$ cat config.mk
export PLATFORM = sky130hd
export DESIGN_NAME = reg_bank16_flat
export DESIGN_NICKNAME = d
export VERILOG_FILES = /design/src/rtl/reg_bank16_if.sv /design/src/rtl/reg_bank16.sv /design/src/flat_wrapper.sv
export SDC_FILE = /design/constraint.sdc
export NUM_CORES = 2
export LEC_CHECK = 0
export CORE_AREA = 2 2 424 426
export CTS_CLUSTER_DIAMETER = 80
export CTS_CLUSTER_SIZE = 25
export DETAILED_ROUTE_END_ITERATION = 6
export DIE_AREA = 0 0 426 428
export REMOVE_ABC_BUFFERS = 1
export SKIP_LAST_GASP = 1
export SYNTH_ARGS = -nofsm -noshare
export SYNTH_HDL_FRONTEND = slang
export SYNTH_SLANG_ARGS = --single-unit
$ cat constraint.sdc
create_clock -name clk -period 41.8 [get_ports clk]
set_clock_uncertainty 0.1 [all_clocks]
set_input_delay 10.45 -clock clk [delete_from_list [all_inputs] [get_ports clk]]
set_output_delay 10.45 -clock clk [all_outputs]
set_load 0.03 [all_outputs]
$ cat src/rtl/reg_bank16_if.sv
// Register-bank bus: single write port, clear request, status and the flat
// register image consumed by the read mux trees.
interface reg_bank16_if #(
    parameter int WIDTH = 64
);
    logic                   wr_en;
    logic [3:0]             wr_addr;
    logic [WIDTH-1:0]       wr_data;
    logic                   clr_req;
    logic                   busy;
    logic                   wr_drop;
    logic [16*WIDTH-1:0]    regs_flat;

    modport master (
        output wr_en, wr_addr, wr_data, clr_req,
        input  busy, wr_drop, regs_flat
    );

    modport slave (
        input  wr_en, wr_addr, wr_data, clr_req,
        output busy, wr_drop, regs_flat
    );
endinterface

$ cat src/rtl/reg_bank16.sv
// 16-entry register storage with one write port, a one-register-per-cycle
// clear engine and an optional hardwired-zero register 15. Every register
// is exposed flat so downstream read muxes can select from it.
module reg_bank16 #(
    parameter int WIDTH     = 64,
    parameter bit HARD_ZERO = 1'b1
) (
    input  logic         clk,
    input  logic         reset,
    reg_bank16_if.slave  bus
);

    localparam logic [0:0] IDLE  = 1'b0;
    localparam logic [0:0] CLEAR = 1'b1;

    logic [0:0] state_reg;
    logic [0:0] state_next;
    logic [3:0] ptr_reg;
    logic [3:0] ptr_next;
    logic       wr_drop_reg;
    logic       wr_drop_next;
    logic       wr_accept;

    // Next-state, clear pointer and write arbitration (clear wins over write)
    always_comb begin
        state_next   = state_reg;
        ptr_next     = ptr_reg;
        wr_drop_next = 1'b0;
        wr_accept    = 1'b0;
        case (state_reg)
            IDLE: begin
                if (bus.clr_req) begin
                    state_next = CLEAR;
                    ptr_next   = 4'd0;
                end
                wr_drop_next = bus.wr_en && bus.clr_req;
                wr_accept    = bus.wr_en && !bus.clr_req;
            end
            CLEAR: begin
                // Further clear requests are ignored; the walk just continues.
                ptr_next     = 4'(ptr_reg + 4'd1);
                wr_drop_next = bus.wr_en;
                if (ptr_reg == 4'd15) begin
                    state_next = IDLE;
                end
            end
            default: begin
                state_next = IDLE;
                ptr_next   = 4'd0;
            end
        endcase
    end

    // Control state: FSM, clear pointer and the one-cycle drop pulse
    always_ff @(posedge clk or posedge reset) begin
        if (reset) begin
            state_reg   <= IDLE;
            ptr_reg     <= 4'd0;
            wr_drop_reg <= 1'b0;
        end else begin
            state_reg   <= state_next;
            ptr_reg     <= ptr_next;
            wr_drop_reg <= wr_drop_next;
        end
    end

    assign bus.busy    = (state_reg == CLEAR);
    assign bus.wr_drop = wr_drop_reg;

    genvar gi;
    generate
        for (gi = 0; gi < 16; gi++) begin : g_reg
            if (HARD_ZERO && gi == 15) begin : g_zero
                // Hardwired zero: writes to this index simply have no target.
                assign bus.regs_flat[gi*WIDTH +: WIDTH] = '0;
            end else begin : g_store
                logic [WIDTH-1:0] data_reg;
                logic             clr_hit;
                logic             wr_hit;

                // wr_accept gates the address compare so X on an idle bus
                // cannot reach storage.
                assign clr_hit = (state_reg == CLEAR) && (ptr_reg == 4'(gi));
                assign wr_hit  = wr_accept && (bus.wr_addr == 4'(gi));

                // Per-register storage: clear engine or accepted write
                always_ff @(posedge clk or posedge reset) begin
                    if (reset) begin
                        data_reg <= '0;
                    end else if (clr_hit) begin
                        data_reg <= '0;
                    end else if (wr_hit) begin
                        data_reg <= bus.wr_data;
                    end
                end

                assign bus.regs_flat[gi*WIDTH +: WIDTH] = data_reg;
            end
        end
    endgenerate

endmodule

$ cat src/flat_wrapper.sv
// flat-port wrapper written by rule: the top's interface ports become plain ports
module reg_bank16_flat 
#(
    parameter int WIDTH     = 64,
    parameter bit HARD_ZERO = 1'b1
)
  (clk, reset, bus_wr_en, bus_wr_addr, bus_wr_data, bus_clr_req, bus_busy, bus_wr_drop, bus_regs_flat);
  reg_bank16_if #(.WIDTH(WIDTH)) bus_i ();
  input  logic clk;
  input  logic reset;
  input wire logic [$bits(bus_i.wr_en)-1:0] bus_wr_en;
  input wire logic [$bits(bus_i.wr_addr)-1:0] bus_wr_addr;
  input wire logic [$bits(bus_i.wr_data)-1:0] bus_wr_data;
  input wire logic [$bits(bus_i.clr_req)-1:0] bus_clr_req;
  output wire logic [$bits(bus_i.busy)-1:0] bus_busy;
  output wire logic [$bits(bus_i.wr_drop)-1:0] bus_wr_drop;
  output wire logic [$bits(bus_i.regs_flat)-1:0] bus_regs_flat;
  assign bus_i.wr_en = bus_wr_en;
  assign bus_i.wr_addr = bus_wr_addr;
  assign bus_i.wr_data = bus_wr_data;
  assign bus_i.clr_req = bus_clr_req;
  assign bus_busy = bus_i.busy;
  assign bus_wr_drop = bus_i.wr_drop;
  assign bus_regs_flat = bus_i.regs_flat;
  reg_bank16 #(.WIDTH(WIDTH), .HARD_ZERO(HARD_ZERO)) u_core (.clk(clk), .reset(reset), .bus(bus_i));
endmodule
# Word level (Yosys, flattened, before mapping)
# Index checks and enable logic that the tools add are counted.
[word_totals] elab_cells=137 input_bits=72 out_inout_bits=1026 reg_bits=966
[classes] eq_ne=30 n_reduce_logical=50 n_mux=37 add_sub_neg=1 bitwise_logic=1
[ops] cell="two-way mux 64 bit" count=30
[ops] cell="equality test 4 bit, second input constant" count=15
[ops] cell="equality test 4 x 3 -> 1 bit, second input constant" count=8
[ops] cell="logical AND 1 bit" count=32
[ops] cell="nonzero test 2 bit" count=15
[ops] cell="equality test 4 x 2 -> 1 bit, second input constant" count=4
[ops] cell="equality test 4 x 1 -> 1 bit, second input constant" count=2
[ops] cell="zero test 4 bit" count=2
[ops] cell="one-hot mux 4 bit (2 select lines)" count=1
[ops] cell="adder 4 x 1 -> 4 bit, second input constant" count=1
[ops] cell="two-way mux 4 bit" count=1
[ops] cell="one-hot mux 1 bit (2 select lines)" count=2
[ops] cell="two-way mux 1 bit" count=3
[ops] cell="!= test 2 bit, second input constant" count=1
[ops] cell="zero test 1 bit" count=1
[ops] cell="NOT 1 bit" count=1

# Logic depth before layout (Yosys ltp)
[depth] depth_word=6 mapped_depth=7 depth_no_buf=5

# Worst setup path before layout
# OpenSTA, ideal clock, no wires.
[synth_timing] path_type="input port to flip-flop" from="input port bus_clr_req" to="register u_core.g_reg[14].g_store.data_reg[63]" path_buffers=3 slack_ns=29.945 arrival_time_ns=11.676 setup_time_ns=0.080 path_stages=6 t_required_ns=41.620 cell_sequence="buf_2 nor4b_4 and4_1 buf_4 buf_6 mux2i_1"
[synth_via] elab_chain_len=5
[synth_lines] element="start: declaration" line_no="flat_wrapper.sv:14" rtl="input wire logic [$bits(bus_i.clr_req)-1:0] bus_clr_req;"
[synth_lines] element="zero test 1 bit" line_no="reg_bank16.sv:37" rtl="wr_accept = bus.wr_en && !bus.clr_req;"
[synth_lines] element="logical AND 1 bit" line_no="reg_bank16.sv:37"
[synth_lines] element="two-way mux 1 bit" line_no="reg_bank16.sv:30" rtl="case (state_reg)"
[synth_lines] element="logical AND 1 bit" line_no="reg_bank16.sv:84" rtl="assign wr_hit = wr_accept && (bus.wr_addr == 4'(gi));"
[synth_lines] element="nonzero test 2 bit (no source line)"
[synth_lines] element="end signal: assignment" line_no="reg_bank16.sv:93" rtl="data_reg <= bus.wr_data;"
[synth_lines] element="end: declaration" line_no="reg_bank16.sv:77" rtl="logic [WIDTH-1:0] data_reg;"
# Every way passes these cells.
# A chain may end at the register's enable or synchronous reset.

==> impl_metrics.prom <==
# TYPE chip_impl_metric gauge
chip_impl_metric{name="largest_register_ff_count",unit=""} 960
chip_impl_metric{name="cts.sinks",unit=""} 966
chip_impl_metric{name="grt_start_max_net_pins",unit=""} 180
chip_impl_metric{name="grt_remaining_overflow",unit=""} 0
chip_impl_metric{name="design.portCount",unit=""} 1098
chip_impl_metric{name="cp.required",unit="ps"} 42420
chip_impl_metric{name="vias_per_cell",unit=""} 4.52
chip_impl_info{name="setup.worst_path.start_class",value="input pin"} 1
chip_impl_metric{name="numPlacedInstances",unit=""} 6656
chip_impl_info{name="critical_path.endpoint_type",value="async pin"} 1
chip_impl_metric{name="grt_pass1_vias",unit=""} 30800
chip_impl_info{name="hold_class",value="flop to flop"} 1
chip_impl_metric{name="cts.repair.resized",unit=""} 0
chip_impl_metric{name="max_clock_freq",unit="GHz"} 0.0687
chip_impl_metric{name="yosysWarnings",unit=""} 0
chip_impl_info{name="worstSetupPathType",value="input pin to async pin"} 1
chip_impl_metric{name="post_synth_inst_count",unit=""} 3511
chip_impl_metric{name="post-route-min-period",unit="ps"} 14560
chip_impl_metric{name="final-max-slew-violation-count",unit=""} 0
chip_impl_metric{name="hold_viol",unit=""} 0
chip_impl_info{name="synthFlopType",value="dfrtp_1"} 1
chip_impl_metric{name="postCtsSetupBuffers",unit=""} 0
chip_impl_metric{name="worst-slew-pin-transition",unit="ps"} 1140
chip_impl_metric{name="route.antenna.remaining_nets",unit=""} 0
chip_impl_metric{name="synth_largest_type_area_fraction",unit="%"} 60.2
chip_impl_info{name="cp_common_cell",value="buf_4"} 1
chip_impl_info{name="grt_setup_unrepaired",value="false"} 1
chip_impl_metric{name="cts_buffers",unit=""} 61
chip_impl_metric{name="crit_arrival",unit="ps"} 15180
chip_impl_metric{name="average_wire_per_cell_in_the_routed_design",unit="um"} 26.2
chip_impl_metric{name="layoutNonFillerInstCount",unit=""} 6768
chip_impl_metric{name="clock_insertion_delay_worst_skew",unit="ps"} 680
chip_impl_metric{name="worst-path-max-fanout",unit=""} 179
chip_impl_info{name="ys_top_cells_by_count",value="dfrtp_1, nand2_1, mux2i_1"} 1
chip_impl_metric{name="final.fill_count",unit=""} 18300
chip_impl_metric{name="vias",unit=""} 30600
chip_impl_metric{name="core",unit="um2"} 178000
chip_impl_metric{name="areaGrowthSynthToFinish",unit="%"} 35.7
chip_impl_metric{name="drt_iter0_drc",unit=""} 2648
chip_impl_info{name="cp-startpoint",value="reset"} 1
chip_impl_metric{name="hold_buffers",unit=""} 0
chip_impl_metric{name="clkTransAtPathRegs",unit="ps"} 90
chip_impl_info{name="worst_path_dominant_cell_family",value="buffers and inverters"} 1
chip_impl_metric{name="finalSetupTns",unit="ps"} 0
chip_impl_metric{name="cpPeakStageDelay",unit="ps"} 860
chip_impl_info{name="post-synth-top-count-cell",value="dfrtp_1"} 1
chip_impl_metric{name="synth_enable_flop_cells",unit=""} 0
chip_impl_metric{name="finalNetCount",unit=""} 4440
chip_impl_metric{name="drv.max_cap_violation_count",unit=""} 0
chip_impl_metric{name="gp_routability_congestion",unit=""} 0.861
chip_impl_metric{name="syn-cell-area",unit="um2"} 40100
chip_impl_info{name="clock_tree_from_tritoncts",value="built"} 1
chip_impl_metric{name="power.static_leakage",unit="nW"} 25.3
chip_impl_metric{name="grt_first_pass_wirelength",unit="um"} 245000
chip_impl_info{name="crit_slowest_cell",value="buf_4"} 1
chip_impl_metric{name="grt_usage",unit="%"} 18.8
chip_impl_metric{name="syn_avg_cell_area",unit="um2"} 11.4
chip_impl_metric{name="post_route_cells_drive_above_1_share",unit="%"} 4.42
chip_impl_metric{name="min_period_over_period",unit="%"} 34.8
chip_impl_metric{name="cts_buffer_depth",unit=""} 3
chip_impl_info{name="hp-start",value="u_core.g_reg[1].g_store.data_reg[9]"} 1
chip_impl_metric{name="postRouteWirelength",unit="um"} 177000
chip_impl_metric{name="grt_antenna_before_repair",unit=""} 11
chip_impl_metric{name="die_h",unit="um"} 428
chip_impl_metric{name="yosysSeqAreaShare",unit="%"} 60.2
chip_impl_info{name="run_status",value="complete, no violations"} 1
chip_impl_metric{name="power_density",unit="nW/um2"} 87.2
chip_impl_metric{name="count_of_different_cell_masters_after_synthesis",unit=""} 35
chip_impl_metric{name="die_width",unit="um"} 426
chip_impl_metric{name="crit_buf_inv",unit=""} 6
chip_impl_metric{name="max_slew_margin",unit="%"} 24.3
chip_impl_metric{name="initial_core_util",unit="%"} 22.6
chip_impl_metric{name="drc_errors",unit=""} 0
chip_impl_info{name="synth_top_cell_by_area",value="dfrtp_1"} 1
chip_impl_metric{name="portBuffers",unit=""} 1033
chip_impl_metric{name="number_of_synthesized_register_bits",unit=""} 966
chip_impl_info{name="cts-root-buf",value="clkbuf_16"} 1
chip_impl_metric{name="die_area",unit="um2"} 182000
chip_impl_metric{name="max-vdd-ir-drop",unit="mV"} 0.0449
chip_impl_metric{name="cts_h_tree_depth",unit=""} 2
chip_impl_info{name="timing.critical_path.cells",value="clkdlybuf4s50_1 -> inv_8 -> buf_4 -> buf_4 -> buf_12 -> buf_4"} 1
chip_impl_info{name="synth.area.top_cells",value="dfrtp_1, mux2i_1, nand2_1"} 1
chip_impl_metric{name="detailedPlacementHpwl",unit="um"} 121000
chip_impl_metric{name="drt-pass1-iter-count",unit=""} 5
chip_impl_metric{name="fp-row-count",unit=""} 155
chip_impl_metric{name="final_setup_violation_count",unit=""} 0
chip_impl_info{name="r2r_start",value="u_core.bus.busy"} 1
chip_impl_metric{name="async_reset_ff_share",unit="%"} 100
==> per-stage QoR <==
| stage | power [W] | setup WS, ps | util (%) | area, um2 | hold WS [ps] |
|---|---|---|---|---|---|
| CTS | 0.00478 | 27250 | 30.7 | 54500 | 423 |
| floorplan | 0.00283 | 4080 | - | 38300 | 489 |
| global route | 0.00495 | 26690 | 30.7 | 54500 | 437 |
| detailed placement | 0.00408 | 26430 | 29.5 | 52300 | 409 |
| finish | 0.00475 | 27240 | 30.7 | 54500 | 421 |
| global placement | 0.00405 | 26510 | 29.5 | 52300 | 407 |
==> worst register-to-register path, cell delays in order, from the launching register on <==
cell and delay (ps):
dfrtp_1 360, buf_4 250, nor4b_4 500, buf_4 630, nor3b_4 770, buf_4 750, mux2i_1 360
==> where the power goes <==
| group | total, W | leakage, nW | switching, W | internal [W] |
|---|---|---|---|---|
| combinational | 0.00246 | 11.2 | 0.00156 | 0.000896 |
| sequential | 0.00160 | 13.0 | 0.000251 | 0.00135 |
| clock | 0.000697 | 1.05 | 0.000390 | 0.000307 |
| total | 0.00475 | 25.3 | 0.00220 | 0.00255 |
==> cells in the final DEF, fill, tap and decap left out, types with 2 or more instances in the layout <==
| cell | synthesis | final |
|---|---|---|
| clkinv_8 | 0 | 4 |
| clkbuf_1 | 180 | 2 |
| diode_2 | 0 | 2 |
| and3_4 | 0 | 4 |
| clkdlybuf4s50_1 | 0 | 1033 |
| mux2i_1 | 832 | 832 |
| nor3_2 | 1 | 2 |
| clkbuf_16 | 0 | 63 |
| conb_1 | 1 | 64 |
| nand4_1 | 5 | 5 |
| inv_6 | 0 | 10 |
| o21ai_1 | 41 | 41 |
| inv_12 | 0 | 2 |
| nand3_4 | 0 | 4 |
| nor2_1 | 2 | 2 |
| ha_1 | 4 | 4 |
| nand4bb_4 | 0 | 4 |
| buf_4 | 82 | 61 |
| nand4b_1 | 8 | 8 |
| inv_1 | 67 | 66 |
| nor2b_1 | 4 | 4 |
| inv_16 | 0 | 6 |
| nand3_1 | 133 | 129 |
| o21ai_0 | 88 | 88 |
| a21o_1 | 2 | 2 |
| clkinvlp_4 | 0 | 3 |
| clkinv_2 | 0 | 3 |
| nand2_1 | 963 | 963 |
| dfrtp_1 | 966 | 966 |
| inv_8 | 0 | 14 |
| and2_4 | 0 | 2 |
| buf_12 | 0 | 4 |
==> logic make-up (layout without fill, tap and decap cells) <==
kind of cell	count (synthesis)	in the layout	synth area share (%)
simple gates	1135	1135	11.4
flops	966	966	60.2
mux	832	832	20.7
buf+inv	438	1275	5.73
compound gates	133	133	1.69
fa+ha+maj	4	4	0.125
xor+xnor	2	2	0.0436
other cells	1	66	0.00934
==> path summary, 6_finish.rpt <==
path	end	slack, ps	depth (start not counted)
hold / removal	u_core.g_reg[1].g_store.data_reg[9]	420	2
min in group asynchronous	u_core.g_reg[0].g_store.data_reg[24]	10180	2
setup reg to reg	u_core.g_reg[6].g_store.data_reg[10]	38000	6
max in group clk	u_core.g_reg[6].g_store.data_reg[10]	28220	6
setup / recovery	u_core.g_reg[2].g_store.data_reg[47]	27240	6
hold reg to reg	u_core.g_reg[1].g_store.data_reg[9]	420	2
==> area by class of cell <==
class                      count  area, um2  share of cell area (%)
sequential                   966      24200                    44.4
multi-input combinational   2170      14100                    25.8
timing repair buffer        1098      10900                    20.0
tap                         2355       2950                    5.41
clock buffer                  66       1600                    2.93
clock inverter                44        558                    1.02
inverter                      67        259                   0.475
antenna                        2       5.00                 0.00919
==> metal layers <==
layer  GRT usage, %  wire length [um]
met4           8.43              8950
met2           31.9             87300
met5              0                83
met1           22.7             69900
met3           3.84             10900
Note: power is estimated with default switching activity, not from simulation.
